<file path="src/rtl/anneal_scheduler.sv">
// Annealing sequencer for the sparse p-bit multiplier array: clear, phased sweeps, sample, handoff.
// Define ANNEAL_SCHEDULER_ABORT_EN to add an abort_i input that cancels a run in flight.
//
// state   | meaning
// IDLE    | waiting for start_i
// CLEAR   | pbit_reset held for CLEAR_CYCLES cycles
// ANNEAL  | one-hot phase enables rotate, bit_shift ramps up to MAX_SHIFT
// SAMPLE  | one settle cycle with all phases off, product captured at its end
// HOLD    | sample_valid presented until the consumer accepts it
module anneal_scheduler #(
  parameter int N_BITS          = 8,
  parameter int N_PHASES        = 5,
  parameter int SWEEPS_PER_STEP = 16,
  parameter int CLEAR_CYCLES    = 2,
  parameter int MAX_SHIFT       = 3
) (
  input  logic                clk,
  input  logic                reset,
  input  logic                start_i,
`ifdef ANNEAL_SCHEDULER_ABORT_EN
  input  logic                abort_i,
`endif
  output logic                pbit_reset_o,
  output logic [N_PHASES-1:0] phase_en_o,
  output logic [1:0]          bit_shift_o,
  input  logic [N_BITS-1:0]   product_i,
  output logic [N_BITS-1:0]   sample_data_o,
  output logic                sample_valid_o,
  input  logic                sample_ready_i,
  output logic                busy_o,
  output logic                done_o
);

  localparam int CLR_W = $clog2(CLEAR_CYCLES + 1);
  localparam int SWP_W = $clog2(SWEEPS_PER_STEP + 1);
  localparam logic [1:0]          MAX_SHIFT_V = 2'(MAX_SHIFT);
  localparam logic [CLR_W-1:0]    CLR_LOAD    = CLR_W'(CLEAR_CYCLES - 1);
  localparam logic [SWP_W-1:0]    SWP_LOAD    = SWP_W'(SWEEPS_PER_STEP - 1);
  localparam logic [N_PHASES-1:0] PHASE_FIRST = N_PHASES'(1);

  typedef enum logic [2:0] {
    S_IDLE,
    S_CLEAR,
    S_ANNEAL,
    S_SAMPLE,
    S_HOLD
  } state_e;

  state_e              state_q;
  logic [CLR_W-1:0]    clear_cnt_q;
  logic [SWP_W-1:0]    sweep_cnt_q;
  logic                pbit_reset_q;
  logic [N_PHASES-1:0] phase_en_q;
  logic [1:0]          bit_shift_q;
  logic [N_BITS-1:0]   sample_data_q;
  logic                sample_valid_q;
  logic                busy_q;
  logic                done_q;
  logic                abort_w;

`ifdef ANNEAL_SCHEDULER_ABORT_EN
  assign abort_w = abort_i;
`else
  assign abort_w = 1'b0;
`endif

  always_ff @(posedge clk) begin
    if (reset) begin
      state_q        <= S_IDLE;
      clear_cnt_q    <= '0;
      sweep_cnt_q    <= '0;
      pbit_reset_q   <= 1'b0;
      phase_en_q     <= '0;
      bit_shift_q    <= '0;
      sample_data_q  <= '0;
      sample_valid_q <= 1'b0;
      busy_q         <= 1'b0;
      done_q         <= 1'b0;
    end else if (abort_w && (state_q == S_CLEAR || state_q == S_ANNEAL ||
                             state_q == S_SAMPLE)) begin
      // sample_data is deliberately left untouched so the last good product survives
      state_q        <= S_IDLE;
      clear_cnt_q    <= '0;
      sweep_cnt_q    <= '0;
      pbit_reset_q   <= 1'b0;
      phase_en_q     <= '0;
      bit_shift_q    <= '0;
      sample_valid_q <= 1'b0;
      busy_q         <= 1'b0;
      done_q         <= 1'b0;
    end else begin
      done_q <= 1'b0;
      case (state_q)
        S_IDLE: begin
          if (start_i) begin
            state_q      <= S_CLEAR;
            pbit_reset_q <= 1'b1;
            busy_q       <= 1'b1;
            clear_cnt_q  <= CLR_LOAD;
          end
        end
        S_CLEAR: begin
          if (clear_cnt_q == '0) begin
            state_q      <= S_ANNEAL;
            pbit_reset_q <= 1'b0;
            phase_en_q   <= PHASE_FIRST;
            sweep_cnt_q  <= SWP_LOAD;
          end else begin
            clear_cnt_q <= clear_cnt_q - CLR_W'(1);
          end
        end
        S_ANNEAL: begin
          if (phase_en_q[N_PHASES-1]) begin
            if (sweep_cnt_q != '0) begin
              sweep_cnt_q <= sweep_cnt_q - SWP_W'(1);
              phase_en_q  <= PHASE_FIRST;
            end else if (bit_shift_q < MAX_SHIFT_V) begin
              // new temperature lands together with phase 0 of the next sweep
              bit_shift_q <= bit_shift_q + 2'd1;
              sweep_cnt_q <= SWP_LOAD;
              phase_en_q  <= PHASE_FIRST;
            end else begin
              state_q    <= S_SAMPLE;
              phase_en_q <= '0;
            end
          end else begin
            phase_en_q <= phase_en_q << 1;
          end
        end
        S_SAMPLE: begin
          state_q        <= S_HOLD;
          sample_data_q  <= product_i;
          sample_valid_q <= 1'b1;
        end
        S_HOLD: begin
          if (sample_ready_i) begin
            state_q        <= S_IDLE;
            sample_valid_q <= 1'b0;
            done_q         <= 1'b1;
            busy_q         <= 1'b0;
            bit_shift_q    <= '0;
          end
        end
        default: begin
          state_q <= S_IDLE;
        end
      endcase
    end
  end

  assign pbit_reset_o   = pbit_reset_q;
  assign phase_en_o     = phase_en_q;
  assign bit_shift_o    = bit_shift_q;
  assign sample_data_o  = sample_data_q;
  assign sample_valid_o = sample_valid_q;
  assign busy_o         = busy_q;
  assign done_o         = done_q;

endmodule

</file>
<file path="config.mk">
export PLATFORM = sky130hd
export DESIGN_NAME = anneal_scheduler
export DESIGN_NICKNAME = d
export VERILOG_FILES = /design/src/rtl/anneal_scheduler.sv
export SDC_FILE = /design/constraint.sdc
export NUM_CORES = 1
export LEC_CHECK = 0
export BUFFER_PORTS_ARGS = -buffer_cell sky130_fd_sc_hd__buf_2
export CORE_MARGIN = 8
export CORE_UTILIZATION = 44
export DETAILED_ROUTE_END_ITERATION = 7
export PLACE_DENSITY = 0.67
export RECOVER_POWER = 25
export SLEW_MARGIN = 20
export SYNTH_ARGS = -nofsm -noshare
export SYNTH_HDL_FRONTEND = slang
export SYNTH_SLANG_ARGS = --single-unit
</file>
<file path="constraint.sdc">
create_clock -name clk -period 3.57 [get_ports clk]
set_input_delay 0.714 -clock clk [delete_from_list [all_inputs] [get_ports clk]]
set_output_delay 0.714 -clock clk [all_outputs]
set_load 0.1 [all_outputs]
</file>
======== Word-level counts from Yosys, hierarchy flattened ========
Cells that the tools add are included.
storage, ports and cells
  bits in registers ....................... 29
  output and inout bits ................... 19
operators by class
  add/subtract/negate cells ............... 3
  magnitude comparators ................... 1
  equal/unequal tests ..................... 13
  multiplexer cells ....................... 32
  bitwise logic cells ..................... 1
  reductions and logical operators ........ 17
operator list
  operator             number
  $mux 5               6
  $pmux 5 s2           2
  $mux 3               6
  $pmux 3 s5           1
  $mux 2               6
  $ne 2x2->1 const B   6
  $reduce_bool 2->1    5
  $reduce_and 3->1     3
  $pmux 2 s2           2
  $eq 3x2->1 const B   2
  $mux 1               6
  $pmux 1 s2           3
  $reduce_and 6->1     1
  $reduce_and 5->1     1
  $reduce_bool 5->1    1
  $sub 5x1->5 const B  1
  $ne 2x1->1 const B   2
  $reduce_and 2->1     2
  $reduce_and 4->1     1
  $eq 3x1->1 const B   1
  $eq 3x3->1 const B   1
  $logic_not 3->1      1
  $ne 3x1->1 const B   1
  $add 2x1->2 const B  1
  5 further kinds      5

======== Logic depth before layout (Yosys ltp) ========
Gate-level depths: netlist of the first run.
  word-level depth ........................ 5
  gate-level depth with buffers ........... 6

======== Least setup slack after synthesis of the first run ========
No wires, ideal clock.
  path type ............................... register to register
  start point ............................. reg bit_shift_q[0] (netlist: bit_shift_o[0])
  end point ............................... reg sweep_cnt_q[1]
  setup time .............................. 88 ps
  data arrival time ....................... 1894 ps
  required time ........................... 3482 ps
  path slack .............................. 1588 ps
  cell stages (with the launch flop) ...... 5
  buffers on the path ..................... 0
  period minus slack after synthesis ...... 1982 ps
  cell sequence ........................... dfxtp_1 -> ha_1 -> a21boi_2 -> or2_4 -> a311oi_2
between the ends
  word-level cells in the longest chain between the ends .. 3
RTL lines
  element                     line  source
  start, declared             54    logic [1:0] bit_shift_q;
  start signal, assigned      119   bit_shift_q <= bit_shift_q + 2'd1;
  $lt 2x2->1                  117   end else if (bit_shift_q < MAX_SHIFT_V) begin
  $ne 3x1->1 (no line)        --
  $reduce_and 4->1 (no line)  --
  end signal, assigned        115   sweep_cnt_q <= sweep_cnt_q - SWP_W'(1);
  end, declared               51    logic [SWP_W-1:0] sweep_cnt_q;
Every way passes these cells.
A chain may end at the register's enable or synchronous reset.

======== Worst setup path after layout of the first run ========
  start point ............................. reg phase_en_q[4] (netlist: phase_en_o[4])
  end point ............................... out phase_en_o[4]
RTL lines
  element                 line  source
  start, declared         53    logic [N_PHASES-1:0] phase_en_q;
  start signal, assigned  127   phase_en_q <= phase_en_q << 1;
  end, declared           24    output logic [N_PHASES-1:0] phase_en_o,
No word-level cell between the ends.

==> flow_metrics.py, run 1 <==
metrics = {
    "cells_and_area": {
        "insertedDiodeCount": 0,
        "stdcell_count": 207,
        "stdcell_area_sq_um": 1520,
        "multi_input_area_sq_um": 687,
        "final_nets": 190,
        "area_growth_pct": 15.4,
        "fillerInstances": 297,
        "seqCellArea_sq_um": 581,
        "final_layout_size_suffix_gt1_frac": 0.247,
    },
    "worst_setup_path": {
        "crit_start": "phase_en_o[4]",
        "crit_path_cell_trace": "buf_2",
        "path_buf_inv": 1,
        "worstPathMaxFanout": 7,
        "end_kind": "output pin",
        "cp_slowest_cell": "buf_2",
        "r2r-start": "sweep_cnt_q[0]",
        "crit_required_ns": 2.86,
        "cp_top_family": "buffers and inverters",
        "r2r_slack_ns": 1.85,
        "startpoint_type": "flip-flop",
        "cp.arrival_ns": 1.25,
        "worstSetupPathType": "reg2out",
        "reg2reg_depth": 6,
        "timing.rr.end": "sweep_cnt_q[1]",
        "slowest_delay_ns": 0.48,
    },
    "logic_synthesis": {
        "yosysMostFrequentCell": "dfxtp_1",
        "synth_ff_type": "dfxtp_1",
        "synth-edff-count": 0,
        "synth_area_sq_um": 1320,
        "yosysWarnings": 0,
        "netlist.area_leader.share": 0.441,
        "syn_inst": 145,
        "async_flop_share": 0,
        "synth_fp_nets": 160,
        "synth.area.top_cells": "dfxtp_1 44%, mux2i_1 6.8%, nor2_1 6.3%",
        "synth_top_family_by_area": "simple AND/OR/NAND/NOR gates",
        "synthTopCellsByCount": "29 x dfxtp_1, 22 x nor2_1, 10 x a21oi_1, 10 x nand2_1",
        "avgSynthCellArea_sq_um": 9.09,
        "ys_seq_area_frac": 0.441,
        "synthXorXnorAreaFrac": 0,
        "synth-seq-cells": 29,
        "yosys.area.top_type": "dfxtp_1",
        "synth.distinct_cells": 34,
        "synthSimpleGateAreaFrac": 0.254,
        "synth_fa_ha_area_frac": 0.0285,
        "synth_compound_area_frac": 0.162,
        "synthMuxAreaShare": 0.0769,
    },
    "sta": {
        "worst_pin_slew_ns": 0.523,
        "tns_ns": 0,
        "maxSlewViolCount": 0,
        "finalCriticalPeriod_ns": 1.96,
        "finalSetupViolCount": 0,
        "min_period_over_period": 0.550,
        "fmax_ghz": 0.510,
        "rsz0062_at_grt": "no",
        "relSlewSlack": 0.650,
        "setup_slack_ns": 1.61,
        "hold_viol_final": 0,
        "skew_ns": 0.00710,
    },
    "drt": {
        "wirelength_mm": 2.84,
        "drc_errors": 0,
        "post_drt_wl_per_cell_microns": 13.7,
        "drtPass1Iterations": 4,
        "routed_via_density": 5.33,
        "num_vias": 1103,
        "drtIter0Drc": 92,
        "ant_nets": 0,
    },
    "floorplanning": {
        "core_sq_um": 2950,
        "start_util": 0.446,
        "die_area_sq_um": 5000,
        "die_w_microns": 70.7,
        "die_y_microns": 70.7,
        "rows": 20,
        "pin_count": 31,
    },
    "placement": {
        "pre_cts_slack_ns": 1.87,
        "dpl_cell_area_sq_um": 1480,
        "io_buffers": 30,
        "place_congestion": 0.807,
        "dp_cells": 201,
        "dp_hpwl_mm": 2.08,
    },
    "power_and_ir_drop": {
        "leakage_uw": 0.000711,
        "ir_worst_vdd_v": 0.000254,
        "power.density_nw_per_um2": 490,
    },
    "global_route": {
        "grt_use_met2": 0.191,
        "grt_overflow": 0,
        "grt_util_met3": 0.0508,
        "antenna_found_initial": 0,
        "grt_usage": 0.126,
        "grt_max_degree": 30,
        "grt_busiest_layer": "met2",
        "grt_use_met1": 0.143,
        "grt_pass1_wl_mm": 5.04,
        "grt_pass1_vias": 1115,
    },
    "clock_network": {
        "ctsResizeCount": 0,
        "clock_latency_ns": 0.32,
        "h-tree-depth": 2,
        "cts_setup_buffers": 0,
        "cts.sinks": 29,
        "cts_tree": "built",
        "cts_buffer_depth": 2,
        "root_buffer": "clkbuf_4",
        "clk_pin_slew_ns": 0.09,
        "hold_buffers": 0,
        "numCtsBuffers": 5,
    },
    "flow_run": {
        "drv_cap": 0,
    },
    "worst_hold_path": {
        "min-delay-start": "sample_valid_o",
        "holdPathStages": 2,
        "hold_path_end": "sample_valid_o",
        "hold_path.class": "reg2reg",
    },
    "status": {
        "status": "complete, no violations",
    },
}
[cells in the final DEF (no fill, tap or decap), types with 5 or more instances in the layout]
cell type,count
clkbuf_4,5
nor2_1,22
buf_2,30
nor3_1,9
dfxtp_1,29
nand3b_1,5
inv_1,5
nand2_1,10
mux2i_1,9
a21oi_1,10
[stage by stage]
step / total power, uW / util / hold slack (ns)
floorplan: 544 / - / 0.452
global route: 791 / 0.515 / 0.520
detailed placement: 581 / 0.500 / 0.473
global placement: 575 / 0.500 / 0.470
finish: 745 / 0.515 / 0.486
CTS: 753 / 0.515 / 0.485
[routing by layer]
layer / part of all wire / vias to the layer above / routed length (microns)
li1: - / 573 / -
met1: 0.47 / 499 / 1320
met2: 0.45 / 24 / 1290
met3: 0.060 / 7 / 170
met4: 0.020 / 0 / 57
met5: 0 / - / 0
[cell type report]
type                    count  area share
multi-input cells         104       0.452
inverters                   5      0.0123
clock buffers               5      0.0247
flip-flops and latches     29       0.382
well taps                  33      0.0272
repair buffers             30      0.0988
clock inverters             1     0.00329
[flip-flops by register name, indices dropped and copies added (netlist names)]
register,flops
done_o,1
pbit_reset_o,1
clear_cnt_q,2
phase_en_o,5
busy_o,1
sweep_cnt_q,5
bit_shift_o,2
sample_data_o,8
state_q,3
sample_valid_o,1
[where the power goes]
part / internal [uW] / total, uW / leakage (uW) / switching, uW
logic: 69.5 / 203 / 0.000448 / 133
registers: 344 / 371 / 0.000236 / 26.5
clock network: 68.1 / 172 / 0.0000269 / 104
total: 482 / 745 / 0.000711 / 264
[worst max-delay path by stage]
stage	endpoint	slack, ns	cells after the start
floorplan	sweep_cnt_q[1]	1.59	4
global placement	state_q[0]	1.92	5
detailed placement	sweep_cnt_q[1]	1.87	6
CTS	phase_en_o[4]	1.59	1
global route	phase_en_o[4]	1.53	1
finish	phase_en_o[4]	1.61	1
[cell families (layout without fill, tap and decap cells)]
group,after synthesis,in the layout
adders and majority gates,3,3
muxes,10,10
and+or+nand+nor,61,61
AOI/OAI and AO/OA,30,30
buffers and inverters,12,41
DFF,29,29
(Power assumes the default switching activity.)
==> inputs of run 2 (changes only) <==
Settings changed: ABC_AREA from default to 1, PLACE_DENSITY 0.67 to 0.7.
Clock period 3.57 ns to 1.6 ns, I/O delays scaled along.
==> flow_metrics.py, run 2 <==
metrics = {
    "worst_setup_path": {
        "r2r-start": "state_q[1]",
        "reg2reg_depth": 7,
        "cp.arrival_ns": 1.13,
        "crit_required_ns": 1.28,
        "cp_slowest_cell": "buf_2",
        "crit_path_cell_trace": "buf_2",
        "timing.rr.end": "bit_shift_o[1]",
        "worstPathMaxFanout": 3,
        "path_buf_inv": 1,
        "cp_top_family": "buffers and inverters",
        "startpoint_type": "flip-flop",
        "end_kind": "output pin",
        "r2r_slack_ns": 0.16,
        "slowest_delay_ns": 0.44,
        "worstSetupPathType": "reg2out",
    },
    "clock_network": {
        "hold_buffers": 0,
        "clk_pin_slew_ns": 0.09,
        "clock_latency_ns": 0.33,
        "cts_buffer_depth": 2,
        "root_buffer": "clkbuf_4",
        "cts.sinks": 29,
        "ctsResizeCount": 0,
        "cts_setup_buffers": 0,
        "numCtsBuffers": 5,
        "cts_tree": "built",
        "h-tree-depth": 2,
    },
    "drt": {
        "num_vias": 1235,
        "post_drt_wl_per_cell_microns": 11.3,
        "ant_nets": 0,
        "drc_errors": 0,
        "drtPass1Iterations": 4,
        "drtIter0Drc": 43,
        "wirelength_mm": 2.84,
        "routed_via_density": 4.90,
    },
    "floorplanning": {
        "start_util": 0.446,
        "pin_count": 31,
        "die_w_microns": 70.7,
        "rows": 20,
        "die_area_sq_um": 5000,
        "die_y_microns": 70.7,
        "core_sq_um": 2950,
    },
    "cells_and_area": {
        "insertedDiodeCount": 0,
        "final_common_cell": "nor2_1",
        "largest_reg_flops": 8,
        "area_growth_pct": 18.2,
        "final_nets": 233,
        "final_layout_size_suffix_gt1_frac": 0.242,
        "fillerInstances": 294,
        "final_cell_mix": "35 x nor2_1, 34 x nand2_1, 30 x buf_2",
    },
    "sta": {
        "fmax_ghz": 0.691,
        "hold_viol_final": 0,
        "maxSlewViolCount": 0,
        "finalCriticalPeriod_ns": 1.45,
        "tns_ns": 0,
        "rsz0062_at_grt": "no",
        "relSlewSlack": 0.673,
        "skew_ns": 0.00471,
        "min_period_over_period": 0.905,
        "setup_slack_ns": 0.152,
        "finalSetupViolCount": 0,
        "hold_ws_ns": 0.237,
        "worst_pin_slew_ns": 0.494,
    },
    "global_route": {
        "grt_pass1_vias": 1144,
        "grt_pass1_wl_mm": 4.88,
        "grt_usage": 0.120,
        "grt_overflow": 0,
        "antenna_found_initial": 0,
        "grt_max_degree": 16,
    },
    "logic_synthesis": {
        "synth.area.top_cells": "dfxtp_1 44%, nand2_1 9.7%, nor2_1 9.7%",
        "synth.distinct_cells": 20,
        "synthTopCellsByCount": "34 x nand2_1, 34 x nor2_1, 29 x dfxtp_1",
        "synthSimpleGateAreaFrac": 0.348,
        "yosysWarnings": 0,
        "synth-seq-cells": 29,
        "synth-edff-count": 0,
        "yosys.area.top_type": "dfxtp_1",
        "syn_inst": 182,
        "ys_seq_area_frac": 0.441,
        "synth_ff_type": "dfxtp_1",
        "async_flop_share": 0,
        "synth_area_sq_um": 1320,
        "synth_fp_nets": 197,
        "synth_compound_area_frac": 0.103,
        "netlist.area_leader.share": 0.441,
        "synth_top_family_by_area": "simple AND/OR/NAND/NOR gates",
        "avgSynthCellArea_sq_um": 7.23,
        "synth_fa_ha_area_frac": 0.0285,
        "synthXorXnorAreaFrac": 0,
        "synthMuxAreaShare": 0,
    },
    "worst_hold_path": {
        "holdPathStages": 3,
        "hold_path_end": "sample_data_o[6]",
        "min-delay-start": "product_i[6]",
        "hold_path.class": "in2reg",
    },
    "power_and_ir_drop": {
        "power.density_nw_per_um2": 1940,
        "ir_worst_vdd_v": 0.000952,
        "leakage_uw": 0.000741,
    },
    "placement": {
        "dp_hpwl_mm": 2.13,
        "place_congestion": 0.801,
        "io_buffers": 30,
        "pre_cts_slack_ns": 0.244,
    },
    "flow_run": {
        "drv_cap": 0,
    },
    "status": {
        "status": "complete, no violations",
    },
}
==> run 2: how the worst max path moves through the flow <==
stage | from | to | slack, ns | depth (start not counted)
finish | phase_en_o[0] | phase_en_o[0] | 0.15 | 1
global route | sweep_cnt_q[0] | sweep_cnt_q[3] | 0.05 | 8
CTS | phase_en_o[0] | phase_en_o[0] | 0.13 | 1
detailed placement | state_q[2] | sample_data_o[3] | 0.24 | 5
global placement | state_q[0] | sweep_cnt_q[3] | 0.24 | 9
floorplan | bit_shift_o[1] | sweep_cnt_q[3] | 0.13 | 6
==> run 2: metal layers <==
layer | global-route usage | wire (microns) | vias up
li1 | - | - | 660
met3 | 0.0664 | 222 | 3
met5 | 0 | 0 | -
met2 | 0.177 | 1160 | 34
met1 | 0.144 | 1430 | 538
met4 | 0.0416 | 32 | 0
==> run 2: power breakdown <==
group / switching, uW / total [uW] / internal (uW) / leakage (uW)
clock: 249 / 416 / 167 / 0.0000320
sequential: 100 / 989 / 889 / 0.000238
combinational: 1210 / 1610 / 399 / 0.000471
total: 1560 / 3020 / 1450 / 0.000741
==> run 2: worst register-to-register path, stage by stage, from the launching register on <==
cell and delay, ns:
dfxtp_1 0.33, buf_4 0.17, nor2_1 0.25, nand3_1 0.17, nand2_1 0.13, nand3_2 0.08
o21bai_1 0.15, nor2_1 0.05
==> run 2: layout make-up <==
cell class                 instances  area (sq um)  area share
timing repair buffer              34           180       0.116
inverter                          20          75.1      0.0483
tap                               33          41.3      0.0265
clock inverter                     2          10.0     0.00644
multi-input combinational        128           623       0.401
sequential                        29           584       0.376
clock buffer                       6          41.3      0.0265
==> run 2: logic make-up (layout without fill, tap and decap cells) <==
| group | count (synthesis) | count (layout) |
|---|---|---|
| flops | 29 | 29 |
| simple gates | 99 | 99 |
| buf+inv | 25 | 62 |
| fa+ha+maj | 3 | 3 |
| compound gates | 26 | 26 |
==> run 2: stage by stage <==
stage | instances | utilization | cell area (sq um) | total power (uW)
floorplan | 182 | - | 1320 | 2350
global placement | 244 | 0.512 | 1510 | 2620
detailed placement | 244 | 0.512 | 1510 | 2630
CTS | 252 | 0.529 | 1560 | 3060
global route | 252 | 0.527 | 1560 | 3270
finish | 252 | 0.527 | 1560 | 3020
